File: config.mk
export PLATFORM = sky130hd
export DESIGN_NAME = decoder_seq
export DESIGN_NICKNAME = d
export VERILOG_FILES = /design/src/rtl/decoder_seq.sv
export SDC_FILE = /design/constraint.sdc
export NUM_CORES = 1
export LEC_CHECK = 0
export CAP_MARGIN = 25
export CORE_MARGIN = 5
export CORE_UTILIZATION = 25
export DETAILED_ROUTE_END_ITERATION = 8
export DONT_BUFFER_PORTS = 1
export PLACE_DENSITY = 0.48
export SYNTH_ARGS = -nofsm -noshare
export SYNTH_HDL_FRONTEND = slang
export SYNTH_SLANG_ARGS = --single-unit
export TNS_END_PERCENT = 50
File: constraint.sdc
create_clock -name clock -period 2.14 [get_ports clock]
set_input_delay 0.107 -clock clock [delete_from_list [all_inputs] [get_ports clock]]
set_output_delay 0.107 -clock clock [all_outputs]
set_load 0.1 [all_outputs]
File: src/rtl/decoder_seq.sv
// Sequenced one-hot decoder: a position register driven by HOLD/RING/SCAN
// modes, with a registered one-hot select vector and wrap/done pulses.
module decoder_seq #(
  parameter  int SEL_W     = 5,
  parameter  bit MASK_ZERO = 1'b0,
  localparam int OUT_W     = 2**SEL_W
) (
  input  logic             clock,
  input  logic             reset,
  input  logic             en,
  input  logic             clr,
  input  logic             load,
  input  logic [1:0]       mode,
  input  logic [SEL_W-1:0] sel,
  output logic [OUT_W-1:0] out,
  output logic [SEL_W-1:0] idx,
  output logic             active,
  output logic             wrap,
  output logic             done
);

  typedef enum logic [1:0] {
    ST_IDLE,
    ST_HOLD,
    ST_RING,
    ST_SCAN
  } state_t;

  localparam logic [SEL_W-1:0] POS_MAX = '1;

  state_t           state_q, state_d;
  logic [SEL_W-1:0] pos_q, pos_d;
  logic             active_q, active_d;
  logic [OUT_W-1:0] out_q, out_d;
  logic             wrap_q, wrap_d;
  logic             done_q, done_d;

  always_comb begin
    state_d  = state_q;
    pos_d    = pos_q;
    active_d = active_q;
    wrap_d   = 1'b0;
    done_d   = 1'b0;

    if (clr) begin
      active_d = 1'b0;
      state_d  = ST_IDLE;
    end else if (en) begin
      if (load) begin
        pos_d    = sel;
        active_d = 1'b1;
        case (mode)
          2'b01:   state_d = ST_RING;
          2'b10:   state_d = ST_SCAN;
          default: state_d = ST_HOLD;
        endcase
      end else begin
        case (state_q)
          ST_RING: begin
            pos_d = pos_q + SEL_W'(1);
            if (pos_q == POS_MAX) begin
              wrap_d = 1'b1;
            end
          end
          ST_SCAN: begin
            if (pos_q == POS_MAX) begin
              active_d = 1'b0;
              state_d  = ST_IDLE;
              done_d   = 1'b1;
            end else begin
              pos_d = pos_q + SEL_W'(1);
            end
          end
          default: ;
        endcase
      end
    end

    // out is decoded from the next state so it lands in the same cycle as idx
    out_d = '0;
    if (active_d && !(MASK_ZERO && (pos_d == '0))) begin
      out_d[pos_d] = 1'b1;
    end
  end

  always_ff @(posedge clock or posedge reset) begin
    if (reset) begin
      state_q  <= ST_IDLE;
      pos_q    <= '0;
      active_q <= 1'b0;
      out_q    <= '0;
      wrap_q   <= 1'b0;
      done_q   <= 1'b0;
    end else begin
      state_q  <= state_d;
      pos_q    <= pos_d;
      active_q <= active_d;
      out_q    <= out_d;
      wrap_q   <= wrap_d;
      done_q   <= done_d;
    end
  end

  assign out    = out_q;
  assign idx    = pos_q;
  assign active = active_q;
  assign wrap   = wrap_q;
  assign done   = done_q;

endmodule

==> results of run 1 <==
## routing by layer
metal	global-route usage [%]	vias up	routed length, um
met1	13.5	605	1930
met4	3.73	0	113
li1	-	582	-
met3	4.65	10	336
met5	0	-	0
met2	16.3	36	2130
## path summary, 6_finish.rpt
kind	startpoint	to
worst max-delay path	idx[1]	out[12]
worst min-delay path	clr	out[7]
worst max register to register	idx[1]	out[12]
worst min register to register	state_q[1]	wrap
max in group asynchronous	reset	idx[0]
min in group asynchronous	reset	active
## placed cells by master, fill, tap and decap left out, types with 3 or more instances in the layout
master         instances
nand3_4                5
nand3_2                5
nor2_1                35
dlygate4sd3_1          3
a21oi_1                5
dfrtp_2                3
inv_1                  5
inv_2                  3
clkbuf_8               5
nand2_1                7
nand2b_1               3
nor2_2                 7
dfrtp_1               37
nand4_1                3
buf_4                 19
## Yosys cell counts, types with 2 or more instances
cell type  count
nand2b_1       5
buf_2          3
and2_1         2
nor2_1        42
buf_4          5
mux2i_1        3
inv_1          7
a211o_1        2
nand3_1       11
nand3b_1       2
nand2_1        7
inv_2          2
a21oi_1        5
dfrtp_1       42
nand4_1        3
ha_1           4
## registers in the layout, summed over array words and instances (netlist names)
| register | count |
|---|---|
| active | 1 |
| done | 1 |
| idx | 5 |
| out | 32 |
| state_q | 2 |
| wrap | 1 |
## metrics by stage
stage	std cells	TNS (ns)	utilization (%)	worst slack [ns]
after floorplan	165	-1.98	-	-0.136
after global placement	269	-0.805	29.6	-0.0663
after detailed placement	269	-1.44	29.6	-0.124
after CTS	284	0	32.3	0.00179
after global routing	284	-2.33	33.5	-0.122
final	284	0	33.5	0.00293
## report_power, final
group / switching [W] / leakage, nW / internal [W]
clock network: 0.000279 / 0.0514 / 0.000348
registers: 0.0000824 / 0.565 / 0.000824
logic: 0.000327 / 0.397 / 0.000136
total: 0.000688 / 1.01 / 0.00131
## timing repair
item,in CTS,in global routing
hold buffers,3,0
gates resized for setup,1,19
endpoints found under the hold margin,19,0
pin swaps,3,18
endpoints found under the setup margin,20,32
setup buffers,4,0
## kinds of logic (layout without fill, tap and decap cells)
logic type / after synthesis / in the layout
mux: 4 / 4
fa+ha+maj: 4 / 4
simple gates: 84 / 84
buf+inv: 17 / 40
flops: 42 / 42
compound gates: 14 / 14
## final cells by class
class                   count  area, sq um  area share, %
clock buffers               6         72.6           3.17
multi-input cells         106          777           34.0
repair buffers             23          184           8.04
flip-flops and latches     42         1060           46.4
inverters                   9         33.8           1.48
well taps                  96          120           5.25
clock inverters             2         37.5           1.64
## critical path: stages, from the launching register on
cell      delay (ns)
dfrtp_4         0.50
ha_4            0.18
nand3_4         0.06
inv_2           0.04
ha_4            0.16
a21boi_4        0.21
mux2i_2         0.25
nor4b_4         0.25
buf_4           0.20
nand3_4         0.10
nor2_2          0.12
==> results.yml, run 1 <==
run_status:
  status: "completed"
timing:
  drv_slew: 0
  setup_viol: 0
  period_share_pct: 99.9
  rsz0062_at_grt: "yes"
  max_slew_margin_pct: 39.9
  fin_skew_ns: 0.00629
  hold_ws_ns: 0.0103
  hold_viol: 0
  tightest_slew_ns: 0.902
  timing.fmax_mhz: 468
  fin_crit_ns: 2.14
synth:
  synth-edff-count: 0
  synth_ff_type: "dfrtp_1"
  synth_compound_area_share_pct: 6.11
  synthSimpleGateAreaFrac_pct: 24.1
  synth_cell_type_count: 36
  synthMuxAreaShare_pct: 2.34
  yosys.area_share.xor_xnor_pct: 0
  yosys_warnings: 0
  synth-adder-area-share_pct: 2.84
  synth-seq-cells: 42
  syn_nets: 181
  synthTopCellsByArea: "dfrtp_1, nor2_1, nand3_1"
  postSynthAreaPerCell_sq_um: 10.7
  synth.top_cell.area_share_pct: 59.7
  yosysTopAreaCell: "dfrtp_1"
  async_reset_ff_share_pct: 100
  seq_area_frac_synth_pct: 59.7
  syn_inst: 165
  synth_top_family_by_area: "simple AND/OR/NAND/NOR gates"
  syn_area_sq_mm: 0.00176
layout:
  diodes: 0
  final_cell_area_sq_mm: 0.00229
  fillers: 714
  layout-drive-gt1-share_pct: 33.5
  syn2layout_area_growth_pct: 29.8
  nNetsFinal: 203
route:
  drtIter0Drc: 38
  wl_per_cell_um: 15.9
  ant_nets: 0
  viasPerCell: 4.34
  via_count: 1233
  dr.pass1.iters: 4
  routed_wl_mm: 4.52
  remaining_drc_errors: 0
global_routing:
  grt_pass1_vias: 1299
  grt_use_total_pct: 10.7
  antenna_found_initial: 0
  grt_pass1_wl_mm: 7.18
  gr-total-overflow: 0
  grt_max_degree: 28
pwr:
  power_w: 0.00200
  vdd_drop_max_uv: 254
  p_leak_nw: 1.01
  power_density_mw_per_mm2: 872
clock_tree:
  cts_buffers: 5
  path_clk_slew_ns: 0.08
  root_buffer: "clkbuf_8"
  cts_tree: "done"
  clockBufferDepth: 2
  clk_latency_ns: 0.30
  htreeDepth: 2
  cts.sinks: 42
floorplanning:
  dieArea_sq_mm: 0.00883
  die_h_um: 93.9
  start_util_pct: 25.8
  num_rows: 30
  core_sq_mm: 0.00683
  io_pins: 52
  die_width_um: 93.9
placement:
  dp_hpwl_mm: 3.32
  placed_area_sq_mm: 0.00202
  port_buffers: 0
  routabilityCongestion: 0.756
setup_path:
  arrival_ns: 2.37
  cp-start-kind: "register"
  end_kind: "register"
  rrSetupSlack_ns: 0.003
  worst_ep_required_time_ns: 2.37
  rr_worst_depth: 10
  crit_fanout: 4
  critPathKind: "reg -> reg"
flow_run:
  drv_cap: 0
worst_hold_path:
  hp-class: "in -> reg"
  min_path_cells: 3
(Power assumes the default switching activity.)
==> run 2: changes to the inputs <==
--- a/config.mk
+++ b/config.mk
@@ -6,11 +6,12 @@
 export NUM_CORES = 1
 export LEC_CHECK = 0
 export CAP_MARGIN = 25
-export CORE_MARGIN = 5
+export CORE_MARGIN = 2
 export CORE_UTILIZATION = 25
 export DETAILED_ROUTE_END_ITERATION = 8
 export DONT_BUFFER_PORTS = 1
 export PLACE_DENSITY = 0.48
+export SLEW_MARGIN = 20
 export SYNTH_ARGS = -nofsm -noshare
 export SYNTH_HDL_FRONTEND = slang
 export SYNTH_SLANG_ARGS = --single-unit
==> run 2 against run 1 <==
Against the previous run: the run now ends with negative setup slack left; clock-buffer cell count down 1; worst hold slack better by 0.0039 ns; maximum frequency fell by 0.63%; clock skew grew 0.0055 ns; final area decreased by 1.1%; sequential power about the same; critical path type unchanged; highest routed layer unchanged.
==> results.yml, run 2 (synthesized netlist as in run 1, its figures left out) <==
run_status:
  status: "finished with violations"
  violations: "negative setup slack"
floorplanning:
  die_h_um: 87.9
  num_rows: 30
  io_pins: 52
  start_util_pct: 25.9
  core_sq_mm: 0.00679
  die_width_um: 87.9
  dieArea_sq_mm: 0.00773
global_routing:
  grt_pass1_wl_mm: 6.67
  grt_max_degree: 43
  grt_pass1_vias: 1230
  antenna_found_initial: 0
  gr-total-overflow: 0
  grt_use_total_pct: 11.6
clock_tree:
  root_buffer: "clkbuf_8"
  path_clk_slew_ns: 0.09
  clockBufferDepth: 2
  cts_buffers: 5
  htreeDepth: 2
  cts.sinks: 42
  cts_tree: "done"
  clk_latency_ns: 0.30
route:
  viasPerCell: 4.27
  routed_wl_mm: 4.24
  remaining_drc_errors: 0
  drtIter0Drc: 57
  via_count: 1200
  wl_per_cell_um: 15.1
  dr.pass1.iters: 4
  ant_nets: 0
layout:
  layout_commonest_cell: "dfrtp_1"
  nNetsFinal: 200
  fillers: 699
  syn2layout_area_growth_pct: 28.3
  multi_input_area_sq_um: 764
  largest_register_ffs: 32
  layout-drive-gt1-share_pct: 31.4
  diodes: 0
  final_core_util_pct: 33.3
  register_area_sq_mm: 0.00106
  mostFrequentLayoutCells: "dfrtp_1, nor2_1, buf_4"
pwr:
  vdd_drop_max_uv: 244
  power_density_mw_per_mm2: 840
  p_leak_nw: 1.01
setup_path:
  slowest_delay_ns: 0.50
  critical_path.startpoint: "idx[0]"
  arrival_ns: 2.39
  crit_fanout: 5
  worst_ep_required_time_ns: 2.38
  crit_chain: "ha_4 -> nand3_4 -> inv_2 -> ha_4 -> a21boi_4 -> mux2i_4 -> nor4b_4 -> buf_6 -> nand3_4 -> nor2_2"
  critPathKind: "reg -> reg"
  cpMaxStageDelayCell: "dfrtp_4"
  end_kind: "register"
  cp-start-kind: "register"
  path_buf_inv: 2
  crit_family: "flip-flops"
  r2r_start: "idx[0]"
worst_hold_path:
  min_from: "sel[0]"
  hp-class: "in -> reg"
timing:
  timing.fmax_mhz: 465
  drv_slew: 0
  rsz0062_at_grt: "yes"
  tightest_slew_ns: 0.886
  max_slew_margin_pct: 41.0
  fin_ws_ns: -0.0106
  hold_viol: 0
  fin_skew_ns: 0.0118
  fin_crit_ns: 2.15
  setup_viol: 4
  period_share_pct: 100
placement:
  port_buffers: 0
  routabilityCongestion: 0.761
  preCtsSetupSlack_ns: -0.0843
  dp_hpwl_mm: 3.00
flow_run:
  drv_cap: 0
## run 2: timing repair
action                                 CTS  global route
resized for setup                        0            20
setup endpoints to repair               17            32
hold buffers                             3             0
endpoints found under the hold margin   47             0
buffers inserted                         2             1
pin swaps                                2             8
## run 2: power breakdown
group / total [W] / internal [W] / switching, W
combinational: 0.000474 / 0.000154 / 0.000320
clock: 0.000518 / 0.000229 / 0.000289
sequential: 0.000907 / 0.000824 / 0.0000834
total: 0.00190 / 0.00121 / 0.000693
## run 2: layout make-up
| cell class | count | area share [%] |
|---|---|---|
| Sequential cell | 42 | 47.0 |
| Multi-Input combinational cell | 106 | 33.8 |
| Timing Repair Buffer | 20 | 8.41 |
| Tap cell | 96 | 5.31 |
| Clock buffer | 5 | 3.04 |
| Inverter | 9 | 1.49 |
| Clock inverter | 3 | 0.941 |
## run 2: metrics by stage
step | power [W] | TNS [ns] | hold WS [ns] | cell area [sq um] | std cells
floorplan | 0.00124 | -1.98 | 0.315 | 1830 | 165
global placement | 0.00136 | -0.632 | 0.159 | 2030 | 267
detailed placement | 0.00136 | -1.12 | 0.165 | 2030 | 267
CTS | 0.00189 | -0.00143 | 0.00741 | 2170 | 280
global route | 0.00200 | -3.75 | 0.0335 | 2260 | 281
finish | 0.00190 | -0.0166 | 0.0142 | 2260 | 281
## run 2: final timing paths
| kind | end | slack, ns | cells after the start |
|---|---|---|---|
| setup / recovery | out[4] | -0.01 | 10 |
| hold / removal | idx[0] | 0.01 | 2 |
| setup reg to reg | out[4] | -0.01 | 10 |
| hold reg to reg | active | 0.64 | 2 |
| max in group asynchronous | idx[0] | 1.36 | 3 |
| min in group asynchronous | active | 0.37 | 3 |
## run 2: metal layers
metal | GRT usage (%) | part of all wire, %
met4 | 3.78 | 1.6
met3 | 5.00 | 8.9
met5 | 0 | 0
met2 | 16.7 | 45
met1 | 15.6 | 45
